==> config.mk <==
export PLATFORM = sky130hd
export DESIGN_NAME = fetch_decode_unit
export DESIGN_NICKNAME = d
export VERILOG_FILES = /design/src/rtl/fetch_decode_unit.sv
export SDC_FILE = /design/constraint.sdc
export NUM_CORES = 1
export LEC_CHECK = 0
export BUFFER_PORTS_ARGS = -buffer_cell sky130_fd_sc_hd__buf_4
export CORE_AREA = 2 2 107 109
export CTS_CLUSTER_SIZE = 25
export DETAILED_ROUTE_END_ITERATION = 8
export DIE_AREA = 0 0 109 111
export GPL_TIMING_DRIVEN = 0
export MAX_ROUTING_LAYER = met4
export PLACE_DENSITY = 0.78
export SYNTH_ARGS = -nofsm -noshare
export SYNTH_HDL_FRONTEND = slang
export SYNTH_SLANG_ARGS = --single-unit
==> constraint.sdc <==
create_clock -name clock -period 2.6 [get_ports clock]
set_input_delay 0.39 -clock clock [delete_from_list [all_inputs] [get_ports clock]]
set_output_delay 0.39 -clock clock [all_outputs]
set_load 0.05 [all_outputs]
==> src/rtl/fetch_decode_unit.sv <==
// Core front end: PC holder, imem req/ack fetch, control-flow decode and downstream issue.
// Min 3 cycles/instr (ack, decode, issue); ISSUE holds everything stable until inst_ready.
module fetch_decode_unit #(
  parameter logic [31:0] RESET_PC      = 32'd0,
  parameter int          FETCH_TIMEOUT = 16
) (
  input  logic        clock,
  input  logic        reset_n,
  output logic        imem_req,
  output logic [31:0] imem_addr,
  input  logic        imem_ack,
  input  logic [31:0] imem_rdata,
  output logic [31:0] pc,
  input  logic [31:0] pc_nxt,
  output logic [4:0]  rf_raddr_a,
  output logic [4:0]  rf_raddr_b,
  output logic        is_inst_blt,
  output logic        is_inst_bne,
  output logic        is_inst_bex,
  output logic        is_inst_jal,
  output logic        is_inst_jr,
  output logic        is_inst_j,
  output logic [31:0] branch_offset,
  output logic [26:0] jump_target,
  output logic        inst_valid,
  input  logic        inst_ready,
  output logic [31:0] inst,
  output logic        jal_wb_en,
  output logic [31:0] jal_wb_data,
  output logic        fetch_error
);

  localparam int CW = (FETCH_TIMEOUT > 1) ? $clog2(FETCH_TIMEOUT) : 1;
  localparam logic [CW-1:0] CNT_LAST = CW'(FETCH_TIMEOUT - 1);

  localparam logic [4:0] OP_J   = 5'b00001;
  localparam logic [4:0] OP_BNE = 5'b00010;
  localparam logic [4:0] OP_JAL = 5'b00011;
  localparam logic [4:0] OP_JR  = 5'b00100;
  localparam logic [4:0] OP_BLT = 5'b00110;
  localparam logic [4:0] OP_BEX = 5'b10110;

  typedef enum logic [1:0] {
    S_FETCH,
    S_DECODE,
    S_ISSUE,
    S_HALT
  } state_t;

  state_t          state;
  state_t          state_nxt;
  logic [31:0]     ir;
  logic            ir_valid;
  logic [CW-1:0]   cnt;
  logic            handshake;
  logic [4:0]      opcode;

  always_ff @(posedge clock or negedge reset_n) begin
    if (!reset_n) begin
      state       <= S_FETCH;
      pc          <= RESET_PC;
      ir          <= 32'd0;
      ir_valid    <= 1'b0;
      cnt         <= '0;
      fetch_error <= 1'b0;
    end else begin
      state <= state_nxt;
      case (state)
        S_FETCH: begin
          if (imem_ack) begin
            ir       <= imem_rdata;
            ir_valid <= 1'b1;
            cnt      <= '0;
          end else if (cnt == CNT_LAST) begin
            fetch_error <= 1'b1;
          end else begin
            cnt <= cnt + CW'(1);
          end
        end
        S_ISSUE: begin
          if (inst_ready) begin
            pc       <= pc_nxt;
            ir_valid <= 1'b0;
          end
        end
        default: ;
      endcase
    end
  end

  always_comb begin
    state_nxt  = state;
    imem_req   = 1'b0;
    inst_valid = 1'b0;
    case (state)
      S_FETCH: begin
        imem_req = 1'b1;
        if (imem_ack)
          state_nxt = S_DECODE;
        else if (cnt == CNT_LAST)
          state_nxt = S_HALT;
      end
      S_DECODE: state_nxt = S_ISSUE;
      S_ISSUE: begin
        inst_valid = 1'b1;
        if (inst_ready)
          state_nxt = S_FETCH;
      end
      default: state_nxt = S_HALT;
    endcase
  end

  assign imem_addr = pc;
  assign handshake = inst_valid && inst_ready;
  assign opcode    = ir[31:27];

  // ir_valid is high exactly in DECODE/ISSUE, so it gates every ir-derived output.
  assign is_inst_j   = ir_valid && (opcode == OP_J);
  assign is_inst_bne = ir_valid && (opcode == OP_BNE);
  assign is_inst_jal = ir_valid && (opcode == OP_JAL);
  assign is_inst_jr  = ir_valid && (opcode == OP_JR);
  assign is_inst_blt = ir_valid && (opcode == OP_BLT);
  assign is_inst_bex = ir_valid && (opcode == OP_BEX);

  assign rf_raddr_a    = !ir_valid ? 5'd0 : (is_inst_bex ? 5'd30 : ir[26:22]);
  assign rf_raddr_b    = ir_valid ? ir[21:17] : 5'd0;
  assign branch_offset = ir_valid ? {{15{ir[16]}}, ir[16:0]} : 32'd0;
  assign jump_target   = ir_valid ? ir[26:0] : 27'd0;
  assign inst          = ir_valid ? ir : 32'd0;

  assign jal_wb_en   = handshake && is_inst_jal;
  assign jal_wb_data = jal_wb_en ? (pc + 32'd1) : 32'd0;

endmodule

Word level (Yosys, flattened, before mapping)
Cells that the tools add are included.
{"block": "totals", "reg_bits": 72, "in_bits": 68, "out_inout_bits": 207, "elab_cells": 56}
{"block": "classes", "n_addsub": 2, "eq_ne": 13, "muxes": 18, "n_bitwise": 1, "n_reduce_logical": 16}
{"cell": "two-way mux 32 bit", "count": 3}
{"cell": "adder 32 x 1 -> 32 bit (second input constant)", "count": 1}
{"cell": "two-way mux 27 bit", "count": 1}
{"cell": "two-way mux 5 bit", "count": 3}
{"cell": "equality test 5 x 2 -> 1 bit (second input constant)", "count": 2}
{"cell": "equality test 5 x 3 -> 1 bit (second input constant)", "count": 2}
{"cell": "logical AND 1 bit", "count": 8}
{"cell": "two-way mux 4 bit", "count": 2}
{"cell": "AND reduction 2 bit", "count": 4}
{"cell": "two-way mux 2 bit", "count": 3}
{"cell": "inequality test 2 bit (second input constant)", "count": 3}
{"cell": "one-hot mux 2 bit (3 select lines)", "count": 1}
{"cell": "AND reduction 3 bit", "count": 2}
{"cell": "equality test 5 x 1 -> 1 bit (second input constant)", "count": 1}
{"cell": "equality test 5 bit (second input constant)", "count": 1}
{"cell": "adder 4 x 1 -> 4 bit (second input constant)", "count": 1}
{"cell": "equality test 4 bit (second input constant)", "count": 1}
{"cell": "two-way mux 1 bit", "count": 4}
{"cell": "inequality test 3 bit (second input constant)", "count": 1}
{"cell": "equality test 2 x 1 -> 1 bit (second input constant)", "count": 1}
{"cell": "equality test 2 bit (second input constant)", "count": 1}
{"cell": "zero test 2 bit", "count": 1}
{"cell": "one-hot mux 1 bit (2 select lines)", "count": 1}
{"cell": "nonzero test 2 bit", "count": 1}
{"cell": "inverter 1 bit", "count": 1}

Depth between registers and ports, before layout
{"block": "logic_depth", "ltp_word": 5, "ltp_mapped": 7, "depth_no_buf": 6}

Worst setup path after synthesis
Ideal clock, no wire load.
{"block": "synth_timing", "path_kind": "reg-to-output", "startpoint": "reg pc[15] (netlist: imem_addr[15])", "endpoint": "out jal_wb_data[28]", "arrival_ns": 2.603, "required_time_ns": 2.210, "path_slack_ns": -0.393, "stages_incl_launch_ff": 6, "path_buffers": 0, "path_cell_list": "dfrtp_1 -> nand3_2 -> nor4_4 -> nand3_2 -> or3_1 -> a21oi_1"}
{"block": "synth_via", "elab_chain_cells": 2}
{"item": "from (decl)", "line": "13", "source": "output logic [31:0] pc,"}
{"item": "from (signal assigned)", "line": "82", "source": "pc <= pc_nxt;"}
{"item": "adder 32 x 1 -> 32 bit", "line": "132", "source": "assign jal_wb_data = jal_wb_en ? (pc + 32'd1) : 32'd0;"}
{"item": "two-way mux 32 bit", "line": "132"}
{"item": "to (decl)", "line": "29", "source": "output logic [31:0] jal_wb_data,"}
No other way between the ends.

Worst setup path after layout
Same ends and word-level chain as after synthesis.

==> reports/results.ini <==
[final_layout]
nets = 828
layout-drive-gt1-share_pct = 66.45
diodes = 0
syn_to_final_growth_pct = 59.46
nFillCells = 890
final_cell_area_um2 = 7342

[timing]
maxSlewViolCount = 0
holdWs_ns = 0.1940
relSlewSlack_pct = 37.48
fmax_mhz = 400.5
fin_worst_skew_ns = 0.005927
hold_viol = 0
tightest_slew_ns = 0.9378
setup_viol = 0
finalCritPeriodShare_pct = 96.03
min_period_ns = 2.497

[detailed_routing]
drt_wl_total_mm = 14.09
route.met3.wl_um = 578
via_count = 4225
via_per_inst = 4.679
met2_length_mm = 7.660
dr.pass1.iters = 4
detail-route-antenna-nets = 0
first_iter_violations = 158
post_drt_wl_per_cell_um = 15.61
route.detailed.drc = 0
drt-met1-wl_mm = 5.684
topRoutingLayerUsed = met4

[synthesis]
synth_seq_area_share_pct = 39.13
synth_warnings = 0
syn_area_per_cell_um2 = 10.01
synth_seq_cells = 72
synthCells = 460
synth.distinct_cells = 36
synth_nets = 533
syn_area_um2 = 4604

[floorplan]
die-width_um = 109
coreArea_um2 = 11080
fp.dieH_um = 111
core.rowCount = 39
dieArea_um2 = 12100
start_util_pct = 41.57
io_pins = 275

[placement]
gp_congestion = 0.8605
hpwl_mm = 11.06
place_area_um2 = 6850
port-buffer-count = 274

[clock_network]
numCtsBuffers = 9
cts_tree = done
cts_sinks = 72
hold_buffers = 0
clockBufferDepth = 2
clk_latency_ns = 0.33
cts-root-buf = clkbuf_16
cts.clk_slew.worst_paths_ns = 0.06
htreeDepth = 3

[grt]
grt_pass1_wl_mm = 21.27
grt_use_total_pct = 23.14
grt_overflow = 0
grt_pass1_vias = 4143
grt_antenna_before_repair = 0
grt_start_max_net_pins = 73

[critical_path]
crit_path_frequent_cell = nand3_2
cp_data_arrival_time_ns = 2.11
start_kind = register
required_ns = 2.21
path_cells = nand3_2 > nor4_4 > nand3_2 > or3_4 > a21oi_4 > buf_6
timing_worst_setup_path_type = reg -> out
max_stage_delay_ns = 0.48
critPathCaptureType = primary output
slowest_stage = dfrtp_2
critPathMaxFanout = 8

[worst_hold_path]
min_path_type = in -> async

[status]
status = completed

[job]
maxCapViolations = 0

kinds of logic after synthesis:
family / synth area share, %
AO/OA/AOI/OAI: 2.717
adder cells (fa/ha/maj): 1.359
XOR/XNOR: 5.326
multiplexers: 15.62
flip-flops: 39.13
AND/OR/NAND/NOR: 17.88
buffers and inverters: 17.96
metal layers:
layer,GRT usage [%],vias up
met4,5.812,0
met3,2.998,12
met5,-,-
li1,-,2045
met1,27.53,2059
met2,40.87,109
final cells by class:
type                            instances  area, µm²  area share (%)
Sequential cell                        72       1829           24.91
Clock buffer                           11      252.7           3.442
Clock inverter                          5      55.05          0.7498
Multi-Input combinational cell        265       2043           27.83
Buffer                                111      794.5           10.82
Inverter                               11      41.29          0.5624
Timing Repair Buffer                  285       2147           29.24
Tap cell                              143      178.9           2.437
cell usage in the layout (no fill, tap or decap), types with 3 or more instances in the layout:
cell       count
nor4_1         3
buf_6          3
nand4_1       11
buf_4        379
nand2b_1       5
xor2_1        19
nor2_1        34
and2_1        34
o21ai_0        5
inv_1         11
mux2_2        63
a21oi_1        9
nand3_1        9
dfrtp_2       22
buf_1          6
and4_1         3
o22ai_1        3
ha_1           3
xnor2_1        9
and3_1        11
dfrtp_1       50
clkbuf_1       4
clkbuf_16      9
nand2_1       16
flip-flops by register name, indices dropped and copies added (netlist names):
name	count
imem_addr	32
ir	32
cnt	4
state	2
fetch_error	1
ir_valid	1
metrics by stage:
| stage | utilization, % | worst slack (ns) | std cells | TNS, ns |
|---|---|---|---|---|
| after global placement | 61.84 | 0.08084 | 877 | 0 |
| after CTS | 65.30 | 0.0008269 | 895 | 0 |
| final | 66.28 | 0.1031 | 903 | 0 |
| after floorplan | - | -0.2070 | 460 | -6.296 |
| after global routing | 66.28 | -0.01196 | 903 | -0.01235 |
| after detailed placement | 61.84 | 0.05184 | 877 | 0 |
critical path: cells and delay by family (launching register included):
family	cells	cell delay, ns
buf+inv	1	0.17
flops	1	0.48
simple gates	4	0.96
compound gates	1	0.17
worst paths after layout:
kind / startpoint / end / slack (ns) / depth (start not counted)
max in group asynchronous: reset_n / imem_addr[4] / 1.72 / 1
worst min register to register: fetch_error / fetch_error / 0.50 / 1
worst max register to register: state[1] / ir[0] / 0.38 / 6
worst min-delay path: reset_n / imem_addr[22] / 0.19 / 1
worst max-delay path: imem_addr[15] / jal_wb_data[28] / 0.10 / 6
min in group clock: pc_nxt[12] / imem_addr[12] / 0.27 / 3
synthesized netlist by cell type:
cell type,instances,area (µm²)
buf_4,97,728.2
dfrtp_1,72,1802
mux2_2,63,709.4
and2_1,35,219.0
nor2_1,34,127.6
xor2_1,19,166.4
nand2_1,18,67.56
and3_1,13,81.33
inv_1,11,41.29
nand4_1,11,68.82
a21oi_1,10,50.05
nand3_1,9,45.04
xnor2_1,9,78.83
clkbuf_1,8,30.03
buf_1,6,22.52
ha_1,5,62.56
nand2b_1,5,31.28
o21ai_0,5,25.02
and4_1,4,35.03
nor4_1,3,18.77
o22ai_1,3,18.77
nand3_2,2,20.02
nor3_1,2,10.01
nor4b_1,2,17.52
o21bai_1,2,15.01
or3_1,2,12.51
a211oi_1,1,7.510
a31o_2,1,8.760
and3_2,1,7.510
and3b_1,1,8.760
clkbuf_2,1,5.000
mux2i_1,1,10.01
nand4_2,1,12.51
nand4b_1,1,8.760
nor4_4,1,21.27
nor4bb_1,1,10.01
repair_timing:
action / 4_1_cts / 5_1_grt
endpoints found under the setup margin: 31 / 49
setup buffers: 2 / 9
pin swaps: 1 / 2
resized for setup: 23 / 21
Power is not shown: default switching activity piles up to over one toggle a cycle in this logic, so the estimate is an artifact.
